===== src/rtl/uart_rx_pkg.sv =====
// Shared types and constants for the UART receive frame controller.
package uart_rx_pkg;

  localparam int DATA_W_DEF = 8;
  localparam int PRESC_8    = 8;
  localparam int PRESC_16   = 16;
  localparam int PRESC_32   = 32;
  localparam int SP_OFFSET  = 3;

  typedef enum logic [2:0] {
    S_IDLE   = 3'd0,
    S_START  = 3'd1,
    S_DATA   = 3'd2,
    S_PARITY = 3'd3,
    S_STOP   = 3'd4,
    S_DONE   = 3'd5
  } rx_state_e;

  function automatic logic in_frame(input rx_state_e s);
    return (s == S_START) || (s == S_DATA) || (s == S_PARITY) || (s == S_STOP);
  endfunction

endpackage


===== src/rtl/uart_rx_ctrl_edge_bit_counter.sv =====
// Oversample edge counter and bit counter; both clear whenever enable is low.
module edge_bit_counter #(
  parameter int PRESC_W = 6
) (
  input  logic               CLK,
  input  logic               RST,
  input  logic               enable,
  input  logic [PRESC_W-1:0] presc_q,
  output logic [PRESC_W-1:0] edge_cnt,
  output logic [3:0]         bit_cnt,
  output logic               eob
);

  logic [PRESC_W-1:0] presc_m1;

  // An illegal presc_q of 0 wraps to all-ones, so a bit never exceeds 2^PRESC_W cycles.
  assign presc_m1 = presc_q - PRESC_W'(1);
  assign eob      = (edge_cnt == presc_m1);

  always_ff @(posedge CLK or negedge RST) begin
    if (!RST) begin
      edge_cnt <= '0;
      bit_cnt  <= '0;
    end else if (!enable) begin
      edge_cnt <= '0;
      bit_cnt  <= '0;
    end else if (eob) begin
      edge_cnt <= '0;
      bit_cnt  <= bit_cnt + 4'd1;
    end else begin
      edge_cnt <= edge_cnt + PRESC_W'(1);
    end
  end

endmodule


===== src/rtl/uart_rx_ctrl.sv =====
// UART receive frame sequencer: drives sampler/deserializer/checker strobes, issues data_valid.
// Optional UART_RX_ERR_CNT_EN adds a saturating dropped-frame counter output err_cnt.
//
//   state  | meaning
//   IDLE   | line idle, waiting for a low sample
//   START  | start bit, start checker strobed
//   DATA   | DATA_W data bits, deserializer strobed per bit
//   PARITY | parity bit (only when latched PAR_EN)
//   STOP   | stop bit, stop checker strobed
//   DONE   | one cycle, data_valid if frame good
module uart_rx_ctrl
  import uart_rx_pkg::*;
#(
  parameter int DATA_W  = DATA_W_DEF,
  parameter int PRESC_W = 6
) (
  input  logic               CLK,
  input  logic               RST,
  input  logic               RX_IN,
  input  logic               PAR_EN,
  input  logic [PRESC_W-1:0] prescale,
  input  logic               strt_glitch,
  input  logic               par_err,
  input  logic               stp_err,
  output logic [PRESC_W-1:0] edge_cnt,
  output logic [3:0]         bit_cnt,
  output logic               dat_samp_en,
  output logic               deser_en,
  output logic               strt_chk_en,
  output logic               par_chk_en,
  output logic               stp_chk_en,
  output logic               data_valid,
  output logic               busy
`ifdef UART_RX_ERR_CNT_EN
  ,
  output logic [7:0]         err_cnt
`endif
);

  localparam logic [3:0] LAST_DATA = 4'(DATA_W);

  rx_state_e          state, state_nxt;
  logic [PRESC_W-1:0] presc_q;
  logic               par_en_q, par_err_q, stp_err_q, stp_err_d;
  logic               frame_start, cnt_en, eob, pre_sp;
  logic [PRESC_W-1:0] sp_m1;

  // Counters run only while staying inside a frame, so they read 0 on entry and in DONE.
  assign cnt_en = in_frame(state) && in_frame(state_nxt);

  edge_bit_counter #(.PRESC_W(PRESC_W)) u_cnt (
    .CLK      (CLK),
    .RST      (RST),
    .enable   (cnt_en),
    .presc_q  (presc_q),
    .edge_cnt (edge_cnt),
    .bit_cnt  (bit_cnt),
    .eob      (eob)
  );

  // Strobes are registered, so decode the cycle before the strobe point.
  assign sp_m1     = (presc_q >> 1) + PRESC_W'(SP_OFFSET - 1);
  assign pre_sp    = (edge_cnt == sp_m1) && !eob;
  assign stp_err_d = (state == S_STOP && eob) ? stp_err : stp_err_q;

  always_comb begin
    state_nxt   = state;
    frame_start = 1'b0;
    case (state)
      S_IDLE: begin
        if (!RX_IN) begin
          state_nxt   = S_START;
          frame_start = 1'b1;
        end
      end
      S_START:  if (eob) state_nxt = strt_glitch ? S_IDLE : S_DATA;
      S_DATA:   if (eob && bit_cnt == LAST_DATA) state_nxt = par_en_q ? S_PARITY : S_STOP;
      S_PARITY: if (eob) state_nxt = S_STOP;
      S_STOP:   if (eob) state_nxt = S_DONE;
      S_DONE: begin
        if (!RX_IN) begin
          state_nxt   = S_START;
          frame_start = 1'b1;
        end else begin
          state_nxt   = S_IDLE;
        end
      end
      default:  state_nxt = S_IDLE;
    endcase
  end

  always_ff @(posedge CLK or negedge RST) begin
    if (!RST) begin
      state       <= S_IDLE;
      presc_q     <= '0;
      par_en_q    <= 1'b0;
      par_err_q   <= 1'b0;
      stp_err_q   <= 1'b0;
      dat_samp_en <= 1'b0;
      deser_en    <= 1'b0;
      strt_chk_en <= 1'b0;
      par_chk_en  <= 1'b0;
      stp_chk_en  <= 1'b0;
      data_valid  <= 1'b0;
      busy        <= 1'b0;
    end else begin
      state       <= state_nxt;
      stp_err_q   <= stp_err_d;
      if (state == S_PARITY && eob) par_err_q <= par_err;
      if (frame_start) begin
        presc_q   <= prescale;
        par_en_q  <= PAR_EN;
        par_err_q <= 1'b0;
        stp_err_q <= 1'b0;
      end
      strt_chk_en <= (state == S_START)  && pre_sp;
      deser_en    <= (state == S_DATA)   && pre_sp;
      par_chk_en  <= (state == S_PARITY) && pre_sp;
      stp_chk_en  <= (state == S_STOP)   && pre_sp;
      data_valid  <= (state_nxt == S_DONE) && !par_err_q && !stp_err_d;
      dat_samp_en <= in_frame(state_nxt);
      busy        <= (state_nxt != S_IDLE);
    end
  end

`ifdef UART_RX_ERR_CNT_EN
  logic drop_evt;

  assign drop_evt = (state == S_START && eob && strt_glitch) ||
                    (state_nxt == S_DONE && (par_err_q || stp_err_d));

  always_ff @(posedge CLK or negedge RST) begin
    if (!RST) begin
      err_cnt <= 8'd0;
    end else if (drop_evt && err_cnt != 8'hFF) begin
      err_cnt <= err_cnt + 8'd1;
    end
  end
`endif

endmodule


===== config.mk =====
export PLATFORM = sky130hd
export DESIGN_NAME = uart_rx_ctrl
export DESIGN_NICKNAME = d
export VERILOG_FILES = /design/src/rtl/uart_rx_pkg.sv /design/src/rtl/uart_rx_ctrl_edge_bit_counter.sv /design/src/rtl/uart_rx_ctrl.sv
export SDC_FILE = /design/constraint.sdc
export NUM_CORES = 1
export LEC_CHECK = 0
export BUFFER_PORTS_ARGS = -buffer_cell sky130_fd_sc_hd__buf_2
export CORE_MARGIN = 2
export CORE_UTILIZATION = 45
export CTS_CLUSTER_DIAMETER = 200
export DETAILED_ROUTE_END_ITERATION = 7
export PLACE_DENSITY = 0.67
export SLEW_MARGIN = 10
export SYNTH_ARGS = -nofsm -noshare
export SYNTH_HDL_FRONTEND = slang
export SYNTH_SLANG_ARGS = --single-unit
export TNS_END_PERCENT = 50

===== constraint.sdc =====
create_clock -name CLK -period 3.3 [get_ports CLK]
set_input_delay 0.495 -clock CLK [delete_from_list [all_inputs] [get_ports CLK]]
set_output_delay 0.495 -clock CLK [all_outputs]
set_load 0.02 [all_outputs]

# Yosys cells after proc, flatten, opt, wreduce, memory -nomap -nowiden
# Cells that the tools add are included.
dict set report word_totals {
  regBits 29
  output_inout_bits 17
  input_bits 13
  wordCells 75
}
dict set report op_classes {
  n_reduce_logical 24
  mux 19
  n_eq_ne 14
  add_sub_neg 4
}
# cell count
set op_table {}
lappend op_table {{2-to-1 mux 3 bit} 6}
lappend op_table {{case mux 3 bit (6 select lines)} 1}
lappend op_table {{equality test 3 x 2 -> 1 bit, second input constant} 4}
lappend op_table {{equality test 3 bit, second input constant} 4}
lappend op_table {{equality test 6 bit} 2}
lappend op_table {{2-to-1 mux 6 bit} 2}
lappend op_table {{logical AND 1 bit} 11}
lappend op_table {{2-to-1 mux 4 bit} 2}
lappend op_table {{2-to-1 mux 1 bit} 7}
lappend op_table {{adder 5 x 2 -> 6 bit, second input constant} 1}
lappend op_table {{adder 6 x 1 -> 6 bit, second input constant} 1}
lappend op_table {{equality test 3 x 1 -> 1 bit, second input constant} 2}
lappend op_table {{logical OR 1 bit} 6}
lappend op_table {{subtractor 6 x 1 -> 6 bit, second input constant} 1}
lappend op_table {{adder 4 x 1 -> 4 bit, second input constant} 1}
lappend op_table {{equality test 4 bit, second input constant} 1}
lappend op_table {{zero test 1 bit} 3}
lappend op_table {{zero test 3 bit} 1}
lappend op_table {{nonzero test 3 bit} 1}
lappend op_table {{2-to-1 mux 2 bit} 1}
lappend op_table {{!= test 2 bit, second input constant} 1}
lappend op_table {{nonzero test 2 bit} 1}
lappend op_table {{OR reduction 2 bit} 1}

# Depth between registers and ports, before layout
# Gate-level depths: netlist of run 1.
dict set report logic_depth {
  ltp_word 11
  ltp_mapped 8
  ltp_nobuf 8
}

# By module
# A second synthesis of run 1 with hierarchy kept.
dict set report hier_totals {
  hier_cells 160
  area_unflattened_um2 1612.8
}
# mod area_per_inst_um2 n_inst seq_area_each_um2 cells_each
set by_module_without_submodules {}
lappend by_module_without_submodules {uart_rx_ctrl 953.4 1 450.4 92}
lappend by_module_without_submodules {edge_bit_counter 659.4 1 250.2 68}

# Least setup slack after synthesis of run 1
# No wires, ideal clock.
dict set report synth_path {
  path_kind {reg2reg}
  startpoint {register presc_q[2]}
  endpoint {register u_cnt.bit_cnt[3]}
  slack_ns 1.055
  setup_ns 0.082
  synth_period_minus_slack_ns 2.245
  stages_incl_launch_ff 9
  path_buffers 0
  arrival_ns 2.163
  t_required_ns 3.218
  cell_sequence {dfrtp_1 > inv_1 > ha_1 > or2b_2 > and3_4 > nor3_4 > nand3_4 > or4_4 > a22oi_2}
}
dict set report synth_between {
  elab_chain_cells 11
  elab_cells_between_ends 18
  cone_classes {1 x add/sub; 6 x eq/ne; 6 x mux; 5 x reduce/logical}
}
# item line
set synth_lines {}
lappend synth_lines {{start, declared} uart_rx_ctrl.sv:43} ;# logic [PRESC_W-1:0] presc_q;
lappend synth_lines {{start signal, assigned} uart_rx_ctrl.sv:111} ;# presc_q <= prescale;
lappend synth_lines {{subtractor 6 x 1 -> 6 bit *} uart_rx_ctrl_edge_bit_counter.sv:17} ;# assign presc_m1 = presc_q - PRESC_W'(1);
lappend synth_lines {{equality test 6 bit *} uart_rx_ctrl_edge_bit_counter.sv:18} ;# assign eob = (edge_cnt == presc_m1);
lappend synth_lines {{logical AND 1 bit} uart_rx_ctrl.sv:77} ;# S_DATA: if (eob && bit_cnt == LAST_DATA) state_nxt = par_en_q ? S_PARITY : S_STOP;
lappend synth_lines {{2-to-1 mux 3 bit} uart_rx_ctrl.sv:77}
lappend synth_lines {{case mux 3 bit (6 select lines)} uart_rx_ctrl.sv:69} ;# case (state)
lappend synth_lines {{equality test 3 x 1 -> 1 bit / equality test 3 x 2 -> 1 bit (equally long branches)} uart_rx_pkg.sv:20} ;# return (s == S_START) || (s == S_DATA) || (s == S_PARITY) || (s == S_STOP);
lappend synth_lines {{logical OR 1 bit (3 in a row)} uart_rx_pkg.sv:20}
lappend synth_lines {{logical AND 1 bit} uart_rx_ctrl.sv:49} ;# assign cnt_en = in_frame(state) && in_frame(state_nxt);
lappend synth_lines {{!= test 2 bit (no line) / 2-to-1 mux 4 bit (equally long branches)} n/a}
lappend synth_lines {{end signal, assigned} uart_rx_ctrl_edge_bit_counter.sv:29} ;# bit_cnt <= bit_cnt + 4'd1;
lappend synth_lines {{end, declared} uart_rx_ctrl_edge_bit_counter.sv:10} ;# output logic [3:0] bit_cnt,
# Mark *: on every way between the ends. The rest lies on a longest branch, timed or not.
# A chain may end at the register's enable or synchronous reset.

# Worst setup path in the final report of run 1
# Ends and elaborated chain as after synthesis.

==> results of run 1 <==
[worst paths after layout]
check | start | end | slack (ns) | cells past startpoint
worst max-delay path | presc_q[2]$_DFFE_PN0P_ | u_cnt.bit_cnt[3]$_DFFE_PN0P_ | 0.91 | 8
worst min-delay path | RST | presc_q[3]$_DFFE_PN0P_ | 0.25 | 1
worst max register to register | presc_q[2]$_DFFE_PN0P_ | u_cnt.bit_cnt[3]$_DFFE_PN0P_ | 0.91 | 8
worst min register to register | par_en_q$_DFFE_PN0P_ | par_en_q$_DFFE_PN0P_ | 0.52 | 2
max in group asynchronous | RST | par_err_q$_DFFE_PN0P_ | 2.62 | 1
min in group CLK | prescale[4] | presc_q[4]$_DFFE_PN0P_ | 0.41 | 3
[cells by family (layout without fill, tap and decap cells)]
logic type | Yosys count | after routing
AND/OR/NAND/NOR | 68 | 68
flip-flops | 29 | 29
AO/OA/AOI/OAI | 28 | 28
XOR/XNOR | 20 | 20
buffers and inverters | 17 | 46
adder cells (fa/ha/maj) | 8 | 8
multiplexers | 2 | 2
[stage by stage]
step           setup WS [ns]  total power [mW]  utilization (%)  instances  cell area [um^2]
2_1_floorplan           1.06              1.38                -        172              1670
3_3_place_gp           0.966              1.55             51.0        243              1840
3_5_place_dp           0.925              1.59             51.0        243              1840
4_1_cts                0.907              1.86             53.0        249              1910
5_1_grt                0.823              1.98             53.0        249              1910
6_report               0.909              1.85             53.0        249              1910
[registers in the layout (all words and copies together) (netlist names)]
signal,cells
strt_chk_en,1
presc_q,6
u_cnt.bit_cnt,4
par_chk_en,1
busy,1
deser_en,1
stp_chk_en,1
state,3
data_valid,1
par_en_q,1
par_err_q,1
dat_samp_en,1
u_cnt.edge_cnt,6
stp_err_q,1
[where the power goes]
| group | switching, mW | internal (mW) |
|---|---|---|
| combinational | 0.551 | 0.398 |
| sequential | 0.166 | 0.466 |
| clock | 0.126 | 0.138 |
[cell usage in the layout (no fill, tap or decap), types with 3 or more instances in the layout]
cell type and instances:
sky130_fd_sc_hd__clkbuf_8 5, sky130_fd_sc_hd__xor2_1 6, sky130_fd_sc_hd__nand3_1 8, sky130_fd_sc_hd__o21ai_0 13, sky130_fd_sc_hd__ha_1 7, sky130_fd_sc_hd__xnor2_1 12
sky130_fd_sc_hd__a21oi_1 6, sky130_fd_sc_hd__dfrtp_1 29, sky130_fd_sc_hd__inv_1 11, sky130_fd_sc_hd__nor2_1 14, sky130_fd_sc_hd__nand2_1 22, sky130_fd_sc_hd__nor3_1 3
sky130_fd_sc_hd__buf_2 29
[critical path, delay by kind of cell (launching register included)]
kind                       cells  cell delay, ns
AOI/OAI and AO/OA              1            0.14
adders and majority gates      1            0.15
buffers and inverters          1            0.13
DFF                            1            0.47
and+or+nand+nor                5            1.42
[synthesized netlist by cell type, types with 3 or more instances]
cell / count
sky130_fd_sc_hd__nor3_1: 3
sky130_fd_sc_hd__xor2_1: 6
sky130_fd_sc_hd__a21oi_1: 6
sky130_fd_sc_hd__o21ai_0: 13
sky130_fd_sc_hd__nand3_1: 8
sky130_fd_sc_hd__nand2_1: 22
sky130_fd_sc_hd__nor2_1: 14
sky130_fd_sc_hd__clkbuf_1: 3
sky130_fd_sc_hd__inv_1: 11
sky130_fd_sc_hd__dfrtp_1: 29
sky130_fd_sc_hd__xnor2_1: 12
sky130_fd_sc_hd__ha_1: 7
[cell type report]
cell class	count	area, um^2	share of cell area (%)
Multi-Input combinational cell	126	866	45.3
Sequential cell	29	726	38.0
Timing Repair Buffer	29	145	7.59
Clock buffer	5	68.8	3.60
Tap cell	48	60.1	3.14
Inverter	11	41.3	2.16
Clock inverter	1	5.00	0.262
[metal layers]
metal / up-vias / GRT usage (%)
met3: 2 / 4.86
met5: - / 0
met2: 18 / 29.3
met1: 623 / 22.4
li1: 640 / -
met4: 0 / 5.85
==> results summary, run 1 <==
The run finished with clean final reports. The tree is rooted in a sky130_fd_sc_hd__clkbuf_8. The required arrival time at the worst endpoint is around 3.5 ns.

In this run the biggest area consumer among cell types represents 43.6% of the synthesized area. Walking the worst path, the cells encountered are inv_1, ha_1, or2b_2, and3_4, nor3_4, nand3_4, or4_4, a22oi_2. The share of async-settable or async-resettable flops after synthesis came out at 100%. For the pin with the worst max-slew slack, the measured transition is 0.659 ns.

The path class of the tightest hold or removal check is input port to asynchronous set/reset pin. STA puts the critical path data arrival time at between 2 and 3 ns. From left edge to right edge, the die measures 64.8 um.

The detailed-routing wirelength on met1 came out at 1660 um. In the final routed layout, each cell accounts on average for 14.2 um. The estimated wirelength of the detail-placed design is 2660 um.

The post-synthesis compound-gate area fraction is 10.2%. The total length of routed met3 wires is approximately 120 um. The number of synthesized flops with an enable pin came out at 0.

The floorplan row count is 22. The floorplan core area came out at 3610 um^2. The sequential fraction of the synthesis area came out at 43.6%. The starting density of the core is 46.2%. During placement, the flow inserted port buffers numbering 29. The post-cts gate resize count came out at 0. The count of cell types in the netlist is 42.

The synthesized netlist occupies a cell area of ~1700 um^2. The slowest stage of the critical path is the sky130_fd_sc_hd__or4_4 cell. Averaged over all synthesized cells, the footprint is 9.68 um^2. After detailed routing, the number of vias per cell comes to between 5 and 6. In the routed design, unresolved DRC markers number 0.

The final max-slew violation count was 0. The mux contribution to synthesized area came out at between 1.5 and 2%. The number of antenna cells inserted is 0. Of the cells placed in the final design, the portion with a size suffix greater than 1 is 24.4%.

The largest total area in the synthesized netlist belongs to sky130_fd_sc_hd__dfrtp_1. The area enclosed by the die boundary came out at 4200 um^2. Setup repair after global routing left no endpoint under its margin. Across the VDD grid, the largest voltage drop is 0.375 mV. The net count after synthesis is 192. After detailed routing, the met2 layer carries 1730 um of wire. The number of antenna violations at the first check in global routing came out at 0. The overall routed net length is 3530 um. The clock latency on the worst-skew pair came out at between 0.2 and 0.3 ns. The register bit total from synthesis is 29.

The wire length of the first global-routing pass came out at between 5000 and 6000 um. The clock period minus final worst setup slack is 2.39 ns. In this run the remaining antenna-violating nets after routing total 0. Once the clock tree was built, the setup fixing pass inserted 0 buffers.

The count of max-cap constraint violations is 0. Dividing the final minimum period by the clock period gives 72.5%. Along the worst path, the maximum fanout reaches 8. The number of failing hold endpoints at the final stage is 0.

The routability congestion estimate from global placement is 0.795. The critical path class is register to register. The TritonCTS sink count is 29. The max-slew headroom at the worst pin came out at 56.0%. The maximum clock path buffer count came out at 2. For this run, the total global-route usage over all layers was measured as 17.7%. The largest net degree at the start of global routing is 30. The maximum frequency from static timing analysis is 418 MHz. The clock arrives with 0.00596 ns of skew. After the last flow step, the layout net total stands at 222. The number of cells produced by synthesis is 172.

From bottom edge to top edge, the die measures 64.8 um. The total number of vias came out at 1283. The parity-gate share of the synthesized area counting xor and xnor cells is a little under an eighth.

The total of hold buffers inserted after clock tree synthesis came out at 0. The number of buffers inserted during clock tree synthesis came out at 5. In this run the count of I/O pins placed on the die edge is 30. The number of global-route vias before repair came out at 1278. The synthesized-area fraction occupied by and/or/nand/nor cells came out at 22.5%.

The layout filler cell count came out at 341. By area, the combinational part of the netlist is dominated by simple AND/OR/NAND/NOR gates. The analysis attributes to cell leakage a power of approximately 0.90 nW. The clock-pin slew of the registers on the worst-case setup and hold paths came out at 0.06 ns. For this design the ratio of total power to cell area is about 970 nW/um^2.

STA classifies the critical path endpoint as a register. The tightest hold margin is 0.247 ns. The largest stage delay on the critical path came out at between 0.5 and 0.6 ns. For the final routed database, the setup TNS stands at 0 ns. The Yosys step of the flow raised 0 warnings. The post-synthesis share of cell area spent on full adders, half adders and majority gates came out at under 10%. The count of final setup violators came out at 0. By area the synthesized netlist is led by sky130_fd_sc_hd__dfrtp_1, sky130_fd_sc_hd__xnor2_1, sky130_fd_sc_hd__ha_1. The total overflow reported by the global router came out at 0. The number of violations reported at the end of detailed-routing iteration 0 is 39. TritonCTS built the clock tree. The number of iterations in the first detailed-routing pass came out at 4. The worst setup path is launched from a register. Compared with the post-synthesis result, the final layout area differs by 14.8%. The number of H-tree branching levels is 2. The most used flip-flop cell after synthesis is sky130_fd_sc_hd__dfrtp_1.

The detailed router used layers up to and including met4.
(Power assumes the default switching activity.)
==> run 2: changes to the inputs <==
clock period = 2.4 ns   (was 3.3 ns; I/O delays follow)
==> run 2 against run 1 <==
  * Die area stayed put
  * Total power is 39% higher
  * Sequential share of layout area is 0.30 points lower
  * Worst hold slack worse by 0.14 ns
  * Clock skew hardly changed
  * Non-clock buffer count is 2 higher
  * Clock-buffer cell count stayed put
  * Worst setup slack worse by 0.76 ns
  * Clock power is 37% higher
  * Largest cell class unchanged
  * Highest routed layer unchanged
==> results summary, run 2 (synthesized netlist as in run 1, its figures left out) <==
In the layout the commonest cells are sky130_fd_sc_hd__dfrtp_1, sky130_fd_sc_hd__buf_2, sky130_fd_sc_hd__nand2_1, sky130_fd_sc_hd__nor2_1, sky130_fd_sc_hd__o21ai_0. The worst-case register-to-register setup slack is 0.15 ns. Measured against its own limit, the worst slew margin works out to between 50% and 60%. The TritonCTS sink count is 29. The count of nets left with antenna violations once routing finished came out at 0. The measured slew at the worst slew-check pin came out at 0.646 ns. The final max-slew violation count came out at 0. The largest stage delay on the critical path came out at ~0.39 ns. Along the worst path, the maximum fanout reaches 8. The total I/O pin count came out at 30.

Summed over all layers, the global routing overflow is 0. The detailed router finished its first iteration with 62 violations. The maximum resistive drop on vdd is around 0.52 mV. The number of buffers inserted to repair setup after CTS is 0. The critical path class is register to register. The TritonCTS clock tree is built. The critical path goes through inv_1, ha_1, or2b_2, and3_4, nor3_4, nand3_4, mux2i_4, and4bb_2. The number of H-tree branching levels is 2. The data arrival time at the worst-slack endpoint is 2.41 ns.

The fraction of the cycle the final worst path needs came out at 93.6%. The final core area utilization is 53.4%. Setup violations remaining at the end of the flow were counted as 0.

STA classifies the critical path startpoint as a register. The per-cell via count in the routed design is 5.23. The tree is rooted in a sky130_fd_sc_hd__clkbuf_8.

The number of antenna cells inserted came out at 0. The design draws 2.57 mW. The slowest cell on the critical path is sky130_fd_sc_hd__dfrtp_1. The global routing usage summed across all routing layers came out at around 18%. The detailed-route wire length per cell is 14.1 um. The required arrival time at the worst endpoint is 2.56 ns. The floorplan has 22 rows.

The tightest hold margin came out at 0.105 ns. The clock-pin slew of the registers on the worst-case setup and hold paths came out at 0.06 ns. The static leakage is 0.908 nW.

The die height came out at 64.8 um. Setup repair after global routing could not meet its margin everywhere. The area enclosed by the die boundary came out at 4200 um^2. Detailed placement finished with a half-perimeter wire length of 2640 um. The finished layout holds 251 standard cells, fillers aside. The worst setup path is captured at a register. The share of total power consumed by net switching came out at 45.3%.

The overall die width is 64.8 um. For this design the ratio of total power to cell area is 1330 nW/um^2. The detailed-route DRC error count is 0. The routability congestion estimate from global placement came out at roughly 0.83. The first global-routing pass estimated approximately 6000 um of wire. The post-cts gate resize count is 0. The tightest min-delay check is of the input port to asynchronous set/reset pin type. The longest clock path from root to sink contains 2 buffers.

The fraction of power consumed by combinational cells came out at 53.1%. The total number of vias came out at between 1000 and 1500. The count of buffers added on input and output ports is 29.

The first TritonRoute pass finished after 4 iterations. The floorplan core area is 3610 um^2. The number of failing hold endpoints at the final stage was 0. The overall routed net length came out at around 3500 um. The share of total power in sequential cells is approximately a third.

The power dissipated by switching net loads is 1.16 mW. In the final design database the tool counted 224 nets. The number of global-route vias before repair came out at approximately 1300.

The post-synthesis to final-layout area growth came out at 15.7%. The clock network accounts for between 10% and 20% of the total power. The total of hold buffers inserted after clock tree synthesis is 0. The clock latency on the worst-skew pair came out at 0.28 ns.

The cell count after placement came out at 245. The post-route clock skew is 0.00634 ns. The count of max-cap constraint violations came out at 0. The number of buffers inserted during clock tree synthesis is 5. The largest net degree at the start of global routing came out at 30. The internal power came out at around 1.4 mW. The fraction of layout instances using a drive strength above 1 is approximately 25%.

The number of antenna violations at the first check in global routing came out at 0. The maximum frequency from static timing analysis came out at 445 MHz. The clock period minus final worst setup slack is 2.25 ns. Once the floorplan was initialized, standard cells occupied 46.2% of the core. The flow ran to the end, and the final reports show no timing, DRC or antenna violations. The largest registers in the layout are presc_q x6, u_cnt.edge_cnt x6, u_cnt.bit_cnt x4.
## run 2: per-layer routing
metal	part of all wire (%)	wire length (um)	track usage, %
met3	5.6	197	5.90
met4	1.6	56	7.18
met1	44	1540	23.2
met2	49	1740	29.4
met5	0	0	0
## run 2: through the flow
step | TNS [ns] | worst slack [ns] | cell area [um^2]
global route | -0.0157 | -0.0157 | 1930
detailed placement | 0 | 0.0525 | 1850
global placement | 0 | 0.120 | 1850
CTS | 0 | 0.0296 | 1930
floorplan | 0 | 0.155 | 1670
finish | 0 | 0.152 | 1930
## run 2: worst paths after layout
path,endpoint,cells past startpoint,startpoint
max reg2reg,data_valid$_DFF_PN0_,8,presc_q[0]$_DFFE_PN0P_
min,presc_q[4]$_DFFE_PN0P_,1,RST
max,data_valid$_DFF_PN0_,8,presc_q[0]$_DFFE_PN0P_
min reg2reg,par_en_q$_DFFE_PN0P_,2,par_en_q$_DFFE_PN0P_
min in group CLK,presc_q[4]$_DFFE_PN0P_,3,prescale[4]
max in group asynchronous,state[2]$_DFF_PN0_,1,RST
## run 2: final cells by class
class | count | area [um^2]
fillers | 348 | 1680
multi-input cells | 126 | 866
flip-flops and latches | 29 | 726
clock inverters | 1 | 5.00
repair buffers | 31 | 160
inverters | 11 | 41.3
well taps | 48 | 60.1
clock buffers | 5 | 68.8
## run 2: power by group through the flow
stage          clock, mW  combinational, mW  sequential (mW)
5_1_grt            0.397               1.50            0.863
4_1_cts            0.371               1.37            0.838
3_3_place_gp           0               1.32            0.834
3_5_place_dp           0               1.36            0.846
2_1_floorplan          0               1.05            0.849
6_report           0.361               1.36            0.842
## run 2: critical path, delay by kind of cell (launching register included)
kind	cells	cell delay, ns
buffers and inverters	1	0.07
flip-flops	1	0.39
multiplexers	1	0.32
adder cells (fa/ha/maj)	1	0.22
AND/OR/NAND/NOR	5	1.13
==> run 3: changes to the inputs <==
clock period = 2.2 ns   (was 2.4 ns; I/O delays follow)
==> run 3 against run 2 <==
  * Sequential power up 6.2%
  * Clock-buffer cell count unchanged
  * Die area did not move
  * Largest cell class unchanged
  * Critical path depth is 1 higher
  * Design area rose by 6.7%
  * Total power is 22% higher
  * First-iteration DRC count rose by 3.2%
  * Utilization grew 3.6 points
  * Via count rose by 7.4%
  * Largest power group unchanged
  * Critical endpoint unchanged
  * Register-to-register slack worse by 0.13 ns
==> results summary, run 3 (synthesized netlist as in run 1, its figures left out) <==
The largest net degree at the start of global routing came out at 30. The critical path contains buffers and inverters numbering 2 combined. The worst-case IR drop observed on VDD is around 0.57 mV. The number of buffers inserted during clock tree synthesis came out at 5. The total number of vias is 1410. The die covers between 4000 and 5000 um^2. The fraction of layout instances using a drive strength above 1 came out at 32.7%.

The count of final setup violators came out at 0. The required arrival time at the worst endpoint is around 2.4 ns. The total I/O pin count is 30.

The longest clock path from root to sink contains 2 buffers. Walking the worst path, the cells encountered are inv_2, ha_1, or2b_4, and3_4, nor3_4, buf_6, nand4_1, mux2i_1, and4bb_2. The final non-filler cell area came out at slightly above 2000 um^2. The floorplan has 22 rows. The power share of the clock group came out at about 14%.

The power density over the cells came out at 1520 nW/um^2. On the worst path, the slowest cell contributes a delay of 0.39 ns. The overall routed net length came out at 3850 um. After clock tree synthesis, the clock-pin slew on the worst setup and hold paths is roughly 0.070 ns. The count of max-cap constraint violations is 0. The fraction of power consumed by combinational cells came out at 57.7%. The number of antenna violations at the first check in global routing is 0. The family of cells with the greatest summed delay on the critical path is simple AND/OR/NAND/NOR gates. Sequential cells burn between 20% and 30% of the power. Setup repair after global routing could not meet its margin everywhere. The maximum frequency from static timing analysis came out at 458 MHz. The count of input and output buffers is 29. The number of violations reported at the end of detailed-routing iteration 0 came out at 64. The worst setup path is launched from a register. The detailed-route wire length per cell is 14.5 um. The critical path runs through a total of 9 cells.

The total overflow reported by the global router is 0. The number of antenna cells inserted came out at 0. The estimated wirelength of the detail-placed design is 2740 um. The analysis attributes to net switching a power of 1.39 mW. The largest individual stage delay along the critical path comes from the cell sky130_fd_sc_hd__dfrtp_1. The clock period minus final worst setup slack came out at about 2.2 ns. The pre-antenna-repair detailed-routing pass consisted of 4 iterations.

The detailed-route DRC error count is 0. TritonCTS built the clock tree. The number of failing hold endpoints at the final stage came out at 0.

After the last flow step, the layout net total stands at 236. The static leakage came out at 0.970 nW. The critical path starts at presc_q[2]$_DFFE_PN0P_. In this run the register-to-register setup slack is 0.02 ns.

The fraction of the cycle the final worst path needs is between 90 and 100%. The die height came out at between 60 and 70 um. The layout has roughly 310 filler cells. The area growth from synthesis to layout is 23.4%. The placement-stage cell area came out at about 1900 um^2. The critical path endpoint category is a register. The share of total power consumed by net switching came out at 44.4%. The worst hold path belongs to the class input port to asynchronous set/reset pin. In this run the critical register-to-register path is captured at data_valid$_DFF_PN0_. The data arrival time at the worst-slack endpoint is 2.40 ns. The measured slew at the worst slew-check pin is around 0.64 ns. The largest registers in the layout are presc_q x6, u_cnt.edge_cnt x6, u_cnt.bit_cnt x4. Cell internal power was estimated by the tool at 1.74 mW. The flow ran to the end, and the final reports show no timing, DRC or antenna violations. The per-cell via count in the routed design came out at 5.32.

The length in cells of the worst reg-to-reg path came out at 9. The floorplan core area came out at around 3600 um^2. After clock tree synthesis, the flow added hold-fix buffers numbering 0. The routability congestion estimate from global placement came out at 0.785. The number of H-tree branching levels is 2. The setup path with the least slack is of type register to register. The overall die width is 64.8 um. The smallest setup slack after layout came out at 0.0176 ns. The post-route clock skew came out at 0.00882 ns. Cells fill 57.0% of the core in the end. The number of global-route vias before repair came out at about 1400. The area used by multi-input combinational logic is 888 um^2. The final standard cell count with taps included and fillers excluded is 265.

The starting density of the core is 46.2%. The clock latency on the worst-skew pair is just under 0.3 ns. The first global-routing pass estimated 6310 um of wire. The tree is rooted in a sky130_fd_sc_hd__clkbuf_8. The final max-slew violation count came to 0. Prior to clock tree synthesis, the placed netlist has a worst setup slack of -0.0556 ns. The library cells used most frequently in the layout, excluding fill and tap cells, are sky130_fd_sc_hd__dfrtp_1, sky130_fd_sc_hd__buf_2, sky130_fd_sc_hd__nand2_1, sky130_fd_sc_hd__nor2_1. The max-slew headroom at the worst pin came out at between 50 and 60%. The total design power came out at ~3.1 mW. The highest fanout seen on the critical path is 3. Once detail routing completed, the nets flagged for antenna violations numbered 0. The most critical setup path has its endpoint at data_valid$_DFF_PN0_.

Counting tap cells, the placed design contains a total of about 250 instances. The sequential cells in the finished layout cover a total of ~730 um^2. In this run the critical register-to-register path is launched from presc_q[2]$_DFFE_PN0P_. The TritonCTS sink count is 29. The global routing usage summed across all routing layers came out at 20.1%.
## run 3: layer usage
metal	GRT usage (%)	part of all wire (%)	vias to the layer above	wire length, um
met5	0	0	-	0
met4	9.57	2.2	0	84
met3	5.90	6.1	10	236
met2	33.2	50	49	1920
met1	23.8	42	683	1600
li1	-	-	668	-
## run 3: power groups by stage
| stage | sequential [mW] | combinational [mW] | clock (mW) |
|---|---|---|---|
| 6_report | 0.894 | 1.81 | 0.432 |
| 4_1_cts | 0.885 | 1.70 | 0.440 |
| 2_1_floorplan | 0.926 | 1.15 | 0 |
| 5_1_grt | 0.914 | 1.99 | 0.465 |
| 3_5_place_dp | 0.894 | 1.67 | 0 |
| 3_3_place_gp | 0.879 | 1.61 | 0 |
## run 3: area by class of cell
class,instances,share of cell area [%]
clock inverters,3,0.852
well taps,48,2.92
multi-input cells,126,43.2
clock buffers,5,3.35
inverters,11,2.01
repair buffers,43,12.4
flip-flops and latches,29,35.3
## run 3: per-stage QoR
step                      TNS (ns)  hold slack [ns]
after global routing        -0.255            0.123
final                            0           0.0610
after global placement           0            0.379
after detailed placement    -0.110            0.397
after floorplan                  0           0.0344
after CTS                  -0.0368           0.0891
## run 3: timing repair
item | CTS | global route
endpoints found under the setup margin | 2 | 5
resized for setup | 1 | 7
pin swaps | 0 | 3
cloned | 0 | 0
setup buffers | 0 | 5
## run 3: worst min path at each step
stage / start / end / slack (ns) / cells after the start
2_1_floorplan: RST / busy$_DFF_PN0_ / 0.03 / 0
3_3_place_gp: RST / presc_q[3]$_DFFE_PN0P_ / 0.38 / 1
3_5_place_dp: RST / presc_q[2]$_DFFE_PN0P_ / 0.40 / 1
4_1_cts: RST / presc_q[2]$_DFFE_PN0P_ / 0.09 / 1
5_1_grt: RST / state[2]$_DFF_PN0_ / 0.12 / 1
6_report: RST / presc_q[4]$_DFFE_PN0P_ / 0.06 / 1
## run 3: worst reg2reg max path: stages, from the launching register on
cell and delay [ns]:
sky130_fd_sc_hd__dfrtp_1 0.39, sky130_fd_sc_hd__inv_2 0.07, sky130_fd_sc_hd__ha_1 0.14, sky130_fd_sc_hd__or2b_4 0.26, sky130_fd_sc_hd__and3_4 0.18, sky130_fd_sc_hd__nor3_4 0.26, sky130_fd_sc_hd__buf_6 0.14, sky130_fd_sc_hd__nand4_1 0.14
sky130_fd_sc_hd__mux2i_1 0.28, sky130_fd_sc_hd__and4bb_2 0.25
